### src/rtl/div_share_arbiter_if.sv
// div_share_arbiter_if
// Groups the requester-facing and divider-facing signals of div_share_arbiter.
//   req_in, dividend*_in, divisor*_in    : two requesters (level requests + operands)
//   ack_out, result_valid_out            : per-requester grant / result pulses
//   quotient_out, err_out, busy_out      : shared result bus and status
//   div_start_out, div_dividend_out,
//   div_divisor_out, div_quotient_in,
//   div_busy_in                          : shared unsigned divider handshake
// Modports: slave = arbiter side, master = requesters + divider side.
interface div_share_arbiter_if #(
    parameter int unsigned WIDTH  = 32,
    parameter int unsigned DWIDTH = 16
);
    logic [1:0]              req_in;
    logic signed [WIDTH-1:0] dividend0_in;
    logic signed [WIDTH-1:0] dividend1_in;
    logic [DWIDTH-1:0]       divisor0_in;
    logic [DWIDTH-1:0]       divisor1_in;
    logic [1:0]              ack_out;
    logic [1:0]              result_valid_out;
    logic signed [WIDTH-1:0] quotient_out;
    logic                    err_out;
    logic                    busy_out;
    logic                    div_start_out;
    logic [WIDTH-1:0]        div_dividend_out;
    logic [WIDTH-1:0]        div_divisor_out;
    logic [WIDTH-1:0]        div_quotient_in;
    logic                    div_busy_in;

    modport slave (
        input  req_in, dividend0_in, dividend1_in, divisor0_in, divisor1_in,
        input  div_quotient_in, div_busy_in,
        output ack_out, result_valid_out, quotient_out, err_out, busy_out,
        output div_start_out, div_dividend_out, div_divisor_out
    );

    modport master (
        output req_in, dividend0_in, dividend1_in, divisor0_in, divisor1_in,
        output div_quotient_in, div_busy_in,
        input  ack_out, result_valid_out, quotient_out, err_out, busy_out,
        input  div_start_out, div_dividend_out, div_divisor_out
    );
endinterface

### src/rtl/div_share_arbiter.sv
// div_share_arbiter
// Shares one unsigned divider between two requesters doing signed division.
// Round-robin arbitration, one operation in flight, sign handled around the divider,
// divide-by-zero short-circuit and a WAIT timeout.
// Ports:
//   clk_in   : clock, rising edge
//   rst_n_in : asynchronous active-low reset
//   bus      : div_share_arbiter_if.slave (requesters + divider handshake)
module div_share_arbiter #(
    parameter int unsigned WIDTH   = 32,
    parameter int unsigned DWIDTH  = 16,
    parameter int unsigned TIMEOUT = 255
) (
    input logic              clk_in,
    input logic              rst_n_in,
    div_share_arbiter_if.slave bus
);
    // Counter only needs to reach TIMEOUT-1: the edge that sees that value with busy
    // still high is the TIMEOUT-th WAIT cycle.
    localparam int unsigned CntW = (TIMEOUT > 2) ? $clog2(TIMEOUT) : 1;

    typedef enum logic [2:0] {StIdle, StLaunch, StGuard, StWait, StResp} state_e;

    state_e            state_q, state_d;
    logic              winner_q, winner_d;
    logic              prio_q, prio_d;     // requester that wins a tie
    logic [WIDTH-1:0]  mag_q, mag_d;
    logic [DWIDTH-1:0] divisor_q, divisor_d;
    logic              neg_q, neg_d;
    logic [CntW-1:0]   cnt_q, cnt_d;
    logic [WIDTH-1:0]  quot_q, quot_d;
    logic              err_q, err_d;

    logic              pick;
    logic [WIDTH-1:0]  dvd_sel;
    logic [1:0]        winner_onehot;

    always_ff @(posedge clk_in or negedge rst_n_in) begin
        if (!rst_n_in) begin
            state_q   <= StIdle;
            winner_q  <= 1'b0;
            prio_q    <= 1'b0;
            mag_q     <= '0;
            divisor_q <= '0;
            neg_q     <= 1'b0;
            cnt_q     <= '0;
            quot_q    <= '0;
            err_q     <= 1'b0;
        end else begin
            state_q   <= state_d;
            winner_q  <= winner_d;
            prio_q    <= prio_d;
            mag_q     <= mag_d;
            divisor_q <= divisor_d;
            neg_q     <= neg_d;
            cnt_q     <= cnt_d;
            quot_q    <= quot_d;
            err_q     <= err_d;
        end
    end

    always_comb begin
        state_d   = state_q;
        winner_d  = winner_q;
        prio_d    = prio_q;
        mag_d     = mag_q;
        divisor_d = divisor_q;
        neg_d     = neg_q;
        cnt_d     = cnt_q;
        quot_d    = quot_q;
        err_d     = err_q;

        // A lone request wins outright; the pointer only breaks ties.
        pick = prio_q;
        if (bus.req_in == 2'b01) begin
            pick = 1'b0;
        end else if (bus.req_in == 2'b10) begin
            pick = 1'b1;
        end
        dvd_sel = pick ? bus.dividend1_in : bus.dividend0_in;

        unique case (state_q)
            StIdle: begin
                if (bus.req_in != 2'b00) begin
                    winner_d  = pick;
                    prio_d    = ~pick;
                    neg_d     = dvd_sel[WIDTH-1];
                    // Most negative value negates to itself, which is the correct
                    // unsigned magnitude 2^(WIDTH-1).
                    mag_d     = dvd_sel[WIDTH-1] ? ('0 - dvd_sel) : dvd_sel;
                    divisor_d = pick ? bus.divisor1_in : bus.divisor0_in;
                    state_d   = StLaunch;
                end
            end
            StLaunch: begin
                if (divisor_q == '0) begin
                    quot_d  = '0;
                    err_d   = 1'b1;
                    state_d = StResp;
                end else begin
                    state_d = StGuard;
                end
            end
            StGuard: begin
                // Divider busy may lag the start pulse by a cycle; do not sample it here.
                cnt_d   = '0;
                state_d = StWait;
            end
            StWait: begin
                if (!bus.div_busy_in) begin
                    quot_d  = neg_q ? ('0 - bus.div_quotient_in) : bus.div_quotient_in;
                    err_d   = 1'b0;
                    state_d = StResp;
                end else if (cnt_q == CntW'(TIMEOUT - 1)) begin
                    quot_d  = '0;
                    err_d   = 1'b1;
                    state_d = StResp;
                end else begin
                    cnt_d = cnt_q + CntW'(1);
                end
            end
            StResp: begin
                state_d = StIdle;
            end
            default: begin
                state_d = StIdle;
            end
        endcase
    end

    assign winner_onehot = winner_q ? 2'b10 : 2'b01;

    always_comb begin
        bus.ack_out          = 2'b00;
        bus.result_valid_out = 2'b00;
        if (state_q == StLaunch) begin
            bus.ack_out = winner_onehot;
        end
        if (state_q == StResp) begin
            bus.result_valid_out = winner_onehot;
        end
    end

    assign bus.busy_out         = (state_q != StIdle);
    assign bus.div_start_out    = (state_q == StLaunch) && (divisor_q != '0);
    assign bus.div_dividend_out = mag_q;
    assign bus.div_divisor_out  = WIDTH'(divisor_q);
    assign bus.quotient_out     = quot_q;
    assign bus.err_out          = err_q;
endmodule
### src/flat_wrapper.sv
// flat-port wrapper written by rule: the top's interface ports become plain ports
module div_share_arbiter_flat 
#(
    parameter int unsigned WIDTH   = 32,
    parameter int unsigned DWIDTH  = 16,
    parameter int unsigned TIMEOUT = 255
)
  (clk_in, rst_n_in, bus_req_in, bus_dividend0_in, bus_dividend1_in, bus_divisor0_in, bus_divisor1_in, bus_div_quotient_in, bus_div_busy_in, bus_ack_out, bus_result_valid_out, bus_quotient_out, bus_err_out, bus_busy_out, bus_div_start_out, bus_div_dividend_out, bus_div_divisor_out);
  div_share_arbiter_if #(.WIDTH(WIDTH), .DWIDTH(DWIDTH)) bus_i ();
  input logic clk_in;
  input logic rst_n_in;
  input wire logic [$bits(bus_i.req_in)-1:0] bus_req_in;
  input wire logic [$bits(bus_i.dividend0_in)-1:0] bus_dividend0_in;
  input wire logic [$bits(bus_i.dividend1_in)-1:0] bus_dividend1_in;
  input wire logic [$bits(bus_i.divisor0_in)-1:0] bus_divisor0_in;
  input wire logic [$bits(bus_i.divisor1_in)-1:0] bus_divisor1_in;
  input wire logic [$bits(bus_i.div_quotient_in)-1:0] bus_div_quotient_in;
  input wire logic [$bits(bus_i.div_busy_in)-1:0] bus_div_busy_in;
  output wire logic [$bits(bus_i.ack_out)-1:0] bus_ack_out;
  output wire logic [$bits(bus_i.result_valid_out)-1:0] bus_result_valid_out;
  output wire logic [$bits(bus_i.quotient_out)-1:0] bus_quotient_out;
  output wire logic [$bits(bus_i.err_out)-1:0] bus_err_out;
  output wire logic [$bits(bus_i.busy_out)-1:0] bus_busy_out;
  output wire logic [$bits(bus_i.div_start_out)-1:0] bus_div_start_out;
  output wire logic [$bits(bus_i.div_dividend_out)-1:0] bus_div_dividend_out;
  output wire logic [$bits(bus_i.div_divisor_out)-1:0] bus_div_divisor_out;
  assign bus_i.req_in = bus_req_in;
  assign bus_i.dividend0_in = bus_dividend0_in;
  assign bus_i.dividend1_in = bus_dividend1_in;
  assign bus_i.divisor0_in = bus_divisor0_in;
  assign bus_i.divisor1_in = bus_divisor1_in;
  assign bus_i.div_quotient_in = bus_div_quotient_in;
  assign bus_i.div_busy_in = bus_div_busy_in;
  assign bus_ack_out = bus_i.ack_out;
  assign bus_result_valid_out = bus_i.result_valid_out;
  assign bus_quotient_out = bus_i.quotient_out;
  assign bus_err_out = bus_i.err_out;
  assign bus_busy_out = bus_i.busy_out;
  assign bus_div_start_out = bus_i.div_start_out;
  assign bus_div_dividend_out = bus_i.div_dividend_out;
  assign bus_div_divisor_out = bus_i.div_divisor_out;
  div_share_arbiter #(.WIDTH(WIDTH), .DWIDTH(DWIDTH), .TIMEOUT(TIMEOUT)) u_core (.clk_in(clk_in), .rst_n_in(rst_n_in), .bus(bus_i));
endmodule
### config.mk
export PLATFORM = sky130hd
export DESIGN_NAME = div_share_arbiter_flat
export DESIGN_NICKNAME = d
export VERILOG_FILES = /design/src/rtl/div_share_arbiter_if.sv /design/src/rtl/div_share_arbiter.sv /design/src/flat_wrapper.sv
export SDC_FILE = /design/constraint.sdc
export NUM_CORES = 1
export LEC_CHECK = 0
export BUFFER_PORTS_ARGS = -buffer_cell sky130_fd_sc_hd__buf_4
export CORE_ASPECT_RATIO = 1.1
export CORE_MARGIN = 2
export CORE_UTILIZATION = 45
export DETAILED_ROUTE_END_ITERATION = 6
export GPL_TIMING_DRIVEN = 0
export PLACE_DENSITY = 0.78
export RECOVER_POWER = 50
export SETUP_SLACK_MARGIN = 0.2
export SYNTH_ARGS = -nofsm -noshare
export SYNTH_HDL_FRONTEND = slang
export SYNTH_SLANG_ARGS = --single-unit
### constraint.sdc
create_clock -name clk_in -period 3.45 [get_ports clk_in]
set_clock_uncertainty 0.15 [all_clocks]
set_input_delay 0.8625 -clock clk_in [delete_from_list [all_inputs] [get_ports clk_in]]
set_output_delay 0.8625 -clock clk_in [all_outputs]
set_load 0.005 [all_outputs]
==> results of run 1 <==
cells by family (layout without fill, tap and decap cells):
group / Yosys count / in the layout
and+or+nand+nor: 283 / 283
AOI/OAI and AO/OA: 191 / 191
DFF: 95 / 95
buffers and inverters: 82 / 342
xor gates and xnor gates: 54 / 54
muxes: 24 / 24
adders and majority gates: 4 / 4
other: 1 / 16
critical path, delay by kind of cell:
kind,cells,cell delay [ns]
AND/OR/NAND/NOR,5,1.26
adder cells (fa/ha/maj),1,0.20
multiplexers,1,0.27
AO/OA/AOI/OAI,2,0.23
buffers and inverters,5,0.56
per-layer routing:
layer  GRT usage [%]  vias to the layer above  wire [um]
li1                -                     3115          -
met1           32.36                     2988       7934
met2           45.44                      308       9861
met3           5.977                       41       1673
met4           11.41                        0        644
met5               0                        -          0
flip-flops by register name, indices dropped and copies added, names as in the netlist:
register / count
u_core.bus.div_dividend_out: 32
u_core.bus.err_out: 1
u_core.bus.quotient_out: 32
u_core.cnt_q: 8
u_core.divisor_q: 16
u_core.neg_q: 1
u_core.prio_q: 1
u_core.state_q: 3
u_core.winner_q: 1
cell usage in the layout, fill, tap and decap left out, types with 5 or more instances in the layout:
cell type	instances
o22ai_1	8
nor2b_1	18
clkbuf_4	32
o31ai_1	14
xor2_1	47
dfrtp_1	95
mux2i_1	16
nand2_1	119
nand3_1	5
nand4_1	13
buf_2	5
mux2_2	6
buf_6	6
a21oi_1	15
a31oi_1	22
clkbuf_16	10
nor4_1	7
nor2_1	46
or3_1	11
buf_4	210
nor3_1	11
clkbuf_2	7
o21ai_1	8
conb_1	16
xnor2_1	7
buf_1	5
a22o_1	15
inv_1	22
a211oi_1	10
o21ai_0	65
clkbuf_1	35
and3_1	7
or2_2	19
worst paths after layout:
path | from | endpoint | slack, ns | depth (start not counted)
worst max-delay path | bus_req_in[0] | u_core.bus.div_dividend_out[28]$_DFFE_PN0P_ | 0.19 | 14
worst min-delay path | u_core.bus.div_dividend_out[1]$_DFFE_PN0P_ | u_core.bus.div_dividend_out[1]$_DFFE_PN0P_ | 0.33 | 2
worst max register to register | u_core.prio_q$_DFFE_PN0P_ | u_core.bus.div_dividend_out[28]$_DFFE_PN0P_ | 0.24 | 13
worst min register to register | u_core.bus.div_dividend_out[1]$_DFFE_PN0P_ | u_core.bus.div_dividend_out[1]$_DFFE_PN0P_ | 0.33 | 2
max in group asynchronous | rst_n_in | u_core.bus.div_dividend_out[14]$_DFFE_PN0P_ | 0.64 | 1
min in group asynchronous | rst_n_in | u_core.bus.quotient_out[2]$_DFFE_PN0P_ | 1.10 | 1
cell type report:
type	count	area (um^2)
clock inverters	5	81.33
multi-input cells	572	3600
well taps	188	235.2
fillers	1226	4871
clock buffers	11	232.7
inverters	22	82.58
repair buffers	244	1803
plain buffers	60	399.1
flip-flops and latches	95	2377
through the flow:
step	area [um^2]	setup TNS, ns
finish	8811	0
global route	8811	0
CTS	8605	0
detailed placement	8200	-8.597
global placement	8200	-7.706
floorplan	6329	0
what timing repair did:
item	in CTS	in global routing
endpoints found under the setup margin	12	52
buffers inserted	6	19
resized for setup	8	30
pin swaps	3	5
gates cloned	0	1
power groups by stage:
stage	sequential [mW]	combinational [mW]	clock, mW
2_1_floorplan	1.93	1.73	0
3_3_place_gp	1.96	3.07	0
5_1_grt	2.01	3.58	1.12
3_5_place_dp	1.96	3.15	0
4_1_cts	1.95	3.18	1.08
6_report	1.95	3.22	1.06
==> key figures, run 1 <==
Drt
  – Sum of routed wire length over all layers: 20,110 um
  – Via density: 5.390
  – Violation count after the first detailed-route iteration: 442
  – First-pass detailed-route iteration total: 5
  – Average detailed-routed wire length per instance: 16.80 um
  – DRC: 0
  – Antenna Violating Nets Remaining: 0
  – Via count: 6,452

Setup path
  – Kind of critical path: input pin to flop
  – Worst Setup Start Kind: input pin
  – Arrival time reported for the critical path endpoint: 3.39 ns
  – WP data required: 3.58 ns
  – Cell with the largest stage delay on the worst path: or4_4
  – Largest driver fanout on the critical path: 6
  – Type of element capturing the critical path: flop
  – Library cell appearing most often on the critical path: buf_12
  – Largest incremental delay on the critical path: 0.57 ns
  – Ordered list of cells on the worst path: buf_12, nand2b_4, buf_6, a21oi_4, buf_8, buf_12, buf_12, mux2i_4, ha_4, o21ai_4, nor4_4, nand4_1, or4_4, nand3_2

Cells and area
  – Area added between synthesis and finish: 41.46%
  – Post-Route Utilization: 64.40%
  – Number of nets in the finished design: 1,141
  – Final antenna diode count: 0
  – Number of cells in the finished layout apart from fillers: 1,197
  – Ratio of cells with drive above 1 in the final layout: 33.10%

Yosys
  – Main combinational cell family by area after synthesis: simple AND/OR/NAND/NOR gates
  – Count of cell types in the netlist: 60
  – Predominant post-synthesis flop cell: dfrtp_1
  – Part of the Yosys area used for sequential elements: 38.17%
  – Mux cell area share after synthesis: 3.978%
  – Synth top cells by count: nand2_1 (119), dfrtp_1 (95), o21ai_0 (66)
  – Synth Area in Simple Gates: 22.46%
  – XOR/XNOR Fraction of Synth Area: 7.593%
  – Biggest area consumer among synthesized cells: dfrtp_1
  – Share of Yosys cell area claimed by the top area cell type: 38.17%
  – Largest cells by area after synthesis: dfrtp_1 (38%), nand2_1 (7.2%), xor2_1 (6.6%)
  – #FFs+latches synth: 95
  – Count of yosys warnings during synthesis: 0
  – Synth Cell Area: 6228 um^2
  – Most frequently used cell type in the post-synthesis netlist: nand2_1
  – Asr flop ratio synth: 100.0%
  – Post-synthesis share of cell area spent on full adders, half adders and majority gates: 0.8035%
  – Mapped Avg Cell Area: 8.486 um^2
  – Fraction of the mapped netlist area in compound gates: 20.21%
  – Number of enable flip-flop cells after synthesis: 0
  – Post-Syn Instances: 734

Placement
  – GP Congestion: 0.9510
  – Placed Cells incl. Taps: 1,155
  – Worst slack after detailed placement: -0.5872 ns
  – Half-perimeter wire length of the detailed placement result: 15,420 um
  – Port-buffer cells: 218

Global route
  – GRT Resource Usage Total: 26.70%
  – Antenna violations before repair: 0
  – Pin count of the biggest net entering global routing: 96
  – Number of global-route vias before repair: 6,184
  – First-pass GRT wire length: 30,840 um
  – GR Overflow Total: 0

Floorplanning
  – Die Height: 127.4 um
  – Area of the die: 14,800 um^2
  – Number of placed I/O pins: 236
  – Die outline width: 116.2 um
  – Initial cell density of the core: 45.52%
  – Area of the core: 13,680 um^2
  – Number of placement rows: 45

Pwr
  – PwrDens: 708.1 nW/um^2
  – Leakage power: 4.136 nW
  – Proportion of power drawn by combinational gates: 51.7%
  – Worst vdd rail ir drop: 0.0003714 V
  – Internal power: 3.737 mW
  – Clock share of power: 17.1%
  – Share of total power consumed by net switching: 40.11%
  – Total Power Consumption: 6.239 mW
  – Net Sw Power: 2.503 mW
  – Fraction of power consumed by sequential logic: 31.3%

CTS
  – Worst-skew pair later-pin latency: 0.34 ns
  – Clock buffer depth: 2
  – Cell chosen for the clock root: clkbuf_16
  – Sink count of the clock tree: 95
  – Hold-fix buffers at CTS: 0
  – Maximum level of the CTS H-tree: 3
  – CTS Buf Count: 9
  – TritonCTS clock tree: yes
  – Clock transition at the registers of the reported paths: 0.07 ns

Timing
  – Peak clock frequency supported by timing: 0.3070 GHz
  – Max_slew headroom: -59.73%
  – Minimum period implied by the final worst setup slack: 3.257 ns
  – Pins over their slew limit: 96
  – Setup repair after global routing missed its margin: true
  – Hold Worst Slack: 0.3293 ns
  – Period Utilization, post-route: 94.40%
  – Smallest setup slack after layout: 0.1931 ns
  – Count of final setup violators: 0
  – Least-Margin Pin Slew: 2.396 ns
  – Final hold viol count: 0

Worst hold path
  – Worst min-delay path class: flop to flop

Run status
  – Run status: finished with violations
  – Violated checks: max-capacitance violations, max-slew violations

Flow run
  – Number of maximum-capacitance violations: 1
No activity file was read; power rests on OpenSTA's default activity.
==> run 2: changes to the inputs <==
ABC_AREA = 1   (was not set)
CORE_MARGIN = not set   (was 2)
CORE_UTILIZATION = 46   (was 45)
RECOVER_POWER = 25   (was 50)
==> key figures, run 2 <==
Run status
  – Run status: completed

Floorplanning
  – Area of the die: 15,140 um^2 (+2.3%)
  – Area of the core: 14,390 um^2 (+5.2%)
  – Number of placed I/O pins: 236 (unchanged)
  – Die Height: 128.9 um (+1.2%)
  – Number of placement rows: 46 (+2.2%)
  – Die outline width: 117.4 um (+1.1%)
  – Initial cell density of the core: 46.83% (+1.3 points)

Yosys
  – Share of Yosys cell area claimed by the top area cell type: 35.28% (-2.9 points)
  – Biggest area consumer among synthesized cells: dfrtp_1
  – Synth top cells by count: nand2_1 (345), nand3_1 (139), inv_1 (103)
  – Synth Cell Area: 6738 um^2 (+8.2%)
  – Asr flop ratio synth: 100.0% (unchanged)
  – Most frequently used cell type in the post-synthesis netlist: nand2_1
  – Count of cell types in the netlist: 41 (-32%)
  – Part of the Yosys area used for sequential elements: 35.28% (-2.9 points)
  – #FFs+latches synth: 95 (unchanged)
  – Count of yosys warnings during synthesis: 0 (unchanged)
  – Post-Syn Instances: 1,023 (+39%)
  – Number of enable flip-flop cells after synthesis: 0 (unchanged)
  – Mapped Avg Cell Area: 6.586 um^2 (-22%)
  – Largest cells by area after synthesis: dfrtp_1 (35%), nand2_1 (19%), nand3_1 (10%)
  – Predominant post-synthesis flop cell: dfrtp_1

Drt
  – Violation count after the first detailed-route iteration: 544 (+23%)
  – Sum of routed wire length over all layers: 22,170 um (+10%)
  – Via density: 5.148 (-4.5%)
  – Average detailed-routed wire length per instance: 15.13 um (-9.9%)
  – DRC: 0 (unchanged)
  – Antenna Violating Nets Remaining: 0 (unchanged)
  – Via count: 7,542 (+17%)
  – First-pass detailed-route iteration total: 5 (unchanged)

Global route
  – Number of global-route vias before repair: 7,153 (+16%)
  – Antenna violations before repair: 0 (unchanged)
  – Pin count of the biggest net entering global routing: 96 (unchanged)
  – First-pass GRT wire length: 35,210 um (+14%)
  – GRT Resource Usage Total: 29.50% (+2.8 points)
  – GR Overflow Total: 0 (unchanged)

CTS
  – Worst-skew pair later-pin latency: 0.35 ns (about the same)
  – Hold-fix buffers at CTS: 0 (unchanged)
  – Clock transition at the registers of the reported paths: 0.07 ns (about the same)
  – TritonCTS clock tree: yes
  – Maximum level of the CTS H-tree: 3 (unchanged)
  – Sink count of the clock tree: 95 (unchanged)
  – CTS-repair resized insts: 0 (-8)
  – Clock buffer depth: 2 (unchanged)
  – CTS Buf Count: 9 (unchanged)
  – Post-CTS setup buffers: 0 (-6)
  – Cell chosen for the clock root: clkbuf_16

Cells and area
  – Final antenna diode count: 0 (unchanged)
  – Leading cell type in the layout, fill and taps excluded: nand2_1
  – Number of nets in the finished design: 1,405 (+23%)
  – Ratio of cells with drive above 1 in the final layout: 24.67% (-8.4 points)
  – Commonest cells after routing, fill and taps aside: nand2_1 (345), buf_4 (238), nand3_1 (139)
  – Area added between synthesis and finish: 33.39%

Setup path
  – Worst Setup Start Kind: flop
  – WP data required: 2.44 ns (-1.14 ns)
  – Arrival time reported for the critical path endpoint: 1.77 ns (-1.62 ns)
  – Kind of critical path: flop to primary output
  – Type of element capturing the critical path: primary output
  – Largest driver fanout on the critical path: 3 (-3)

Timing
  – Least-Margin Pin Slew: 1.213 ns (-1.183 ns)
  – Minimum period implied by the final worst setup slack: 2.780 ns (-0.4772 ns)
  – Period Utilization, post-route: 80.57% (-14 points)
  – Pins over their slew limit: 0 (-100%)
  – Count of final setup violators: 0 (unchanged)
  – Peak clock frequency supported by timing: 0.3597 GHz (+17%)
  – Final hold viol count: 0 (unchanged)
  – Max_slew headroom: 19.10% (+79 points)
  – Setup total negative slack: 0 ns (unchanged)
  – Setup repair after global routing missed its margin: false

Placement
  – Port-buffer cells: 219 (+0.46%)
  – Half-perimeter wire length of the detailed placement result: 17,530 um (+14%)
  – GP Congestion: 0.9377 (-1.4%)

Pwr
  – PwrDens: 721.5 nW/um^2 (+1.9%)
  – Leakage power: 4.896 nW (+18%)
  – Total Power Consumption: 6.485 mW (+3.9%)
  – Worst vdd rail ir drop: 0.0003027 V (-19%)

Worst hold path
  – Worst min-delay path class: flop to flop

Flow run
  – Number of maximum-capacitance violations: 0 (-1)
-- run 2: kinds of logic after synthesis --
group                      after synthesis  share of synthesized area (%)
adders and majority gates                4                         0.7428
xor gates and xnor gates                20                          2.600
DFF                                     95                          35.28
and+or+nand+nor                        641                          41.67
buffers and inverters                  166                          11.72
AOI/OAI and AO/OA                       96                          7.929
other                                    1                        0.05566
-- run 2: where the power goes --
group / internal (mW) / switching (mW) / total (mW) / leakage (nW)
logic: 1.46 / 2.00 / 3.47 / 3.55
registers: 1.60 / 0.346 / 1.95 / 1.20
clock network: 0.606 / 0.462 / 1.07 / 0.153
-- run 2: final cells by class --
type | count | area, um^2
inverter | 107 | 401.6
clock buffer | 12 | 256.5
clock inverter | 4 | 52.55
sequential | 95 | 2377
multi-input combinational | 777 | 3627
tap | 192 | 240.2
timing repair buffer | 219 | 1644
buffer | 59 | 387.9
fill | 1388 | 5401
-- run 2: final timing paths --
path,start,end,slack (ns),cells after the start
worst max-delay path,u_core.divisor_q[12]$_DFFE_PN0P_,bus_div_start_out,0.67,5
worst min register to register,u_core.bus.quotient_out[14]$_DFFE_PN0P_,u_core.bus.quotient_out[14]$_DFFE_PN0P_,0.33,2
worst min-delay path,u_core.bus.quotient_out[14]$_DFFE_PN0P_,u_core.bus.quotient_out[14]$_DFFE_PN0P_,0.33,2
max in group asynchronous,rst_n_in,u_core.cnt_q[4]$_DFFE_PN0P_,1.77,1
min in group asynchronous,rst_n_in,u_core.bus.quotient_out[22]$_DFFE_PN0P_,0.61,1
worst max register to register,u_core.prio_q$_DFFE_PN0P_,u_core.bus.div_dividend_out[18]$_DFFE_PN0P_,1.04,14
-- run 2: metal layers --
metal,GRT usage (%),up-vias,wire length [um]
li1,-,3718,-
met2,54.54,342,11170
met1,35.66,3449,9113
met5,0,-,0
met4,7.792,0,331
met3,4.654,33,1550
-- run 2: critical path: stages, from the launching register on --
cell	delay, ns
dfrtp_1	0.41
nor4_1	0.42
nand4_1	0.27
nand2_1	0.15
inv_1	0.05
buf_4	0.13
-- run 2: metrics by stage --
stage	cells	setup slack (ns)	hold slack [ns]	area, um^2	util (%)
after detailed placement	1449	0.4858	0.3116	8678	60.31
after floorplan	1038	0.9404	0.3126	6794	-
after CTS	1465	0.6362	0.3287	8987	62.46
after global routing	1465	0.6342	0.3559	8987	62.46
after global placement	1449	0.5158	0.3084	8678	60.31
final	1465	0.6702	0.3278	8987	62.46
==> run 3: changes to the inputs <==
CORE_UTILIZATION = 50   (was 46)
PLACE_DENSITY = 0.81   (was 0.78)
clock period = 2.9 ns   (was 3.45 ns; I/O delays follow)
==> key figures, run 3 (same netlist as run 2, synthesis figures left out) <==
Run status
  – Run status: completed

Drt
  – Sum of routed wire length over all layers: 21,780 um (-1.7%)
  – Via count: 7,439 (-1.4%)
  – Antenna Violating Nets Remaining: 0 (unchanged)
  – Violation count after the first detailed-route iteration: 598 (+9.9%)
  – Average detailed-routed wire length per instance: 15.19 um (+0.38%)
  – DRC: 0 (unchanged)
  – Via density: 5.188 (+0.77%)
  – First-pass detailed-route iteration total: 5 (unchanged)

Floorplanning
  – Die outline width: 112.7 um (-4.0%)
  – Area of the die: 13,940 um^2 (-7.9%)
  – Initial cell density of the core: 51.21% (+4.4 points)
  – Number of placed I/O pins: 236 (unchanged)
  – Die Height: 123.8 um (-4.0%)
  – Area of the core: 13,160 um^2 (-8.6%)
  – Number of placement rows: 44 (-4.3%)

Cells and area
  – Area added between synthesis and finish: 32.46%
  – Area of the multi-input gates: 3627 um^2 (unchanged)
  – Filler cell count: 1,217 (-12%)
  – Post-Route Utilization: 67.83% (+5.4 points)
  – Final antenna diode count: 0 (unchanged)
  – Number of cells in the finished layout apart from fillers: 1,434 (-2.1%)
  – Register cell area after layout: 2377 um^2 (unchanged)
  – Ratio of cells with drive above 1 in the final layout: 24.67% (unchanged)
  – Final Instance Area: 8925 um^2 (-0.70%)
  – Leading cell type in the layout, fill and taps excluded: nand2_1
  – Number of nets in the finished design: 1,405 (unchanged)
  – Commonest cells after routing, fill and taps aside: nand2_1 (345), buf_4 (235), nand3_1 (139)

Timing
  – Minimum period implied by the final worst setup slack: 2.651 ns
  – Count of final setup violators: 0 (unchanged)
  – Setup total negative slack: 0 ns (unchanged)
  – Final hold viol count: 0 (unchanged)
  – Hold Worst Slack: 0.3241 ns (-0.003646 ns)
  – Least-Margin Pin Slew: 1.310 ns (+0.09651 ns)
  – Smallest setup slack after layout: 0.2494 ns (-0.4209 ns)
  – Period Utilization, post-route: 91.40%
  – Setup repair after global routing missed its margin: false
  – Pins over their slew limit: 0 (unchanged)
  – Max_slew headroom: 12.67% (-6.4 points)
  – Peak clock frequency supported by timing: 0.3773 GHz

Placement
  – Placed cell areas: 8640 um^2 (-0.45%)
  – Half-perimeter wire length of the detailed placement result: 17,350 um (-0.99%)
  – Worst slack after detailed placement: 0.09791 ns (-0.3879 ns)
  – Port-buffer cells: 219 (unchanged)
  – GP Congestion: 0.9555 (+1.9%)
  – Placed Cells incl. Taps: 1,418 (-2.1%)

Global route
  – GR Overflow Total: 0 (unchanged)
  – Number of global-route vias before repair: 6,907 (-3.4%)
  – GRT Resource Usage Total: 31.23% (+1.7 points)
  – Antenna violations before repair: 0 (unchanged)
  – First-pass GRT wire length: 33,710 um (-4.3%)
  – Pin count of the biggest net entering global routing: 96 (unchanged)

Setup path
  – Origin of the critical flop-to-flop path: u_core.prio_q$_DFFE_PN0P_
  – Largest driver fanout on the critical path: 3 (unchanged)
  – Arrival time reported for the critical path endpoint: 1.78 ns (about the same)
  – WP data required: 2.03 ns (-0.41 ns)
  – FF-to-FF path depth: 15 (+1)
  – Reg2reg end: u_core.bus.div_dividend_out[28]$_DFFE_PN0P_
  – Worst Setup Start Kind: flop
  – Worst reg-to-reg setup slack: 0.48 ns (-0.56 ns)
  – Kind of critical path: flop to primary output
  – Type of element capturing the critical path: primary output

Flow run
  – Number of maximum-capacitance violations: 0 (unchanged)

CTS
  – Clock buffer depth: 2 (unchanged)
  – Post-CTS setup buffers: 0 (unchanged)
  – TritonCTS clock tree: yes
  – Hold-fix buffers at CTS: 0 (unchanged)
  – Clock transition at the registers of the reported paths: 0.07 ns (about the same)
  – Worst-skew pair later-pin latency: 0.35 ns (about the same)
  – Cell chosen for the clock root: clkbuf_16
  – Maximum level of the CTS H-tree: 3 (unchanged)
  – Sink count of the clock tree: 95 (unchanged)
  – CTS Buf Count: 9 (unchanged)
  – CTS-repair resized insts: 0 (unchanged)

Pwr
  – Total Power Consumption: 7.595 mW (+17%)
  – Leakage power: 4.877 nW (-0.39%)
  – Worst vdd rail ir drop: 0.0004355 V (+44%)
  – PwrDens: 851.0 nW/um^2 (+18%)

Worst hold path
  – Endpoint with the worst hold slack: u_core.bus.quotient_out[12]$_DFFE_PN0P_
  – Hold_sp: u_core.bus.quotient_out[12]$_DFFE_PN0P_
  – Count of cells along the worst hold path: 2 (unchanged)
  – Worst min-delay path class: flop to flop
run 3: how the worst max path moves through the flow:
stage	start	slack, ns	end	depth (start not counted)
2_1_floorplan	bus_req_in[1]	0.53	u_core.bus.div_dividend_out[26]$_DFFE_PN0P_	14
3_3_place_gp	bus_req_in[1]	0.12	u_core.bus.div_dividend_out[22]$_DFFE_PN0P_	15
3_5_place_dp	bus_req_in[1]	0.1	u_core.bus.div_dividend_out[28]$_DFFE_PN0P_	16
4_1_cts	u_core.divisor_q[0]$_DFFE_PN0P_	0.23	bus_div_start_out	5
5_1_grt	u_core.divisor_q[13]$_DFFE_PN0P_	0.20	bus_div_start_out	5
6_report	u_core.divisor_q[13]$_DFFE_PN0P_	0.25	bus_div_start_out	5
run 3: per-layer routing:
layer  GRT usage, %  part of all wire (%)
met1          37.34                    41
met2          56.56                    50
met3          4.526                   5.8
met4          12.92                   2.9
met5              0                     0
run 3: area by class of cell:
| cell class | instances | share of cell area, % |
|---|---|---|
| multi-input combinational | 777 | 40.64 |
| sequential | 95 | 26.64 |
| timing repair buffer | 219 | 18.42 |
| inverter | 107 | 4.500 |
| buffer | 59 | 4.346 |
| clock buffer | 12 | 2.874 |
| tap | 161 | 2.257 |
| clock inverter | 4 | 0.3224 |
run 3: critical path: stages, from the launching register on:
cell and delay (ns):
dfrtp_1 0.40, nor4_1 0.43, nand4_1 0.27, nand2_1 0.16, inv_1 0.05, buf_4 0.13
run 3: power by group:
group / total (mW) / internal, mW / switching, mW
Sequential: 2.30 / 1.91 / 0.394
Clock: 1.16 / 0.631 / 0.530
Combinational: 4.13 / 1.74 / 2.39
Total: 7.59 / 4.28 / 3.31
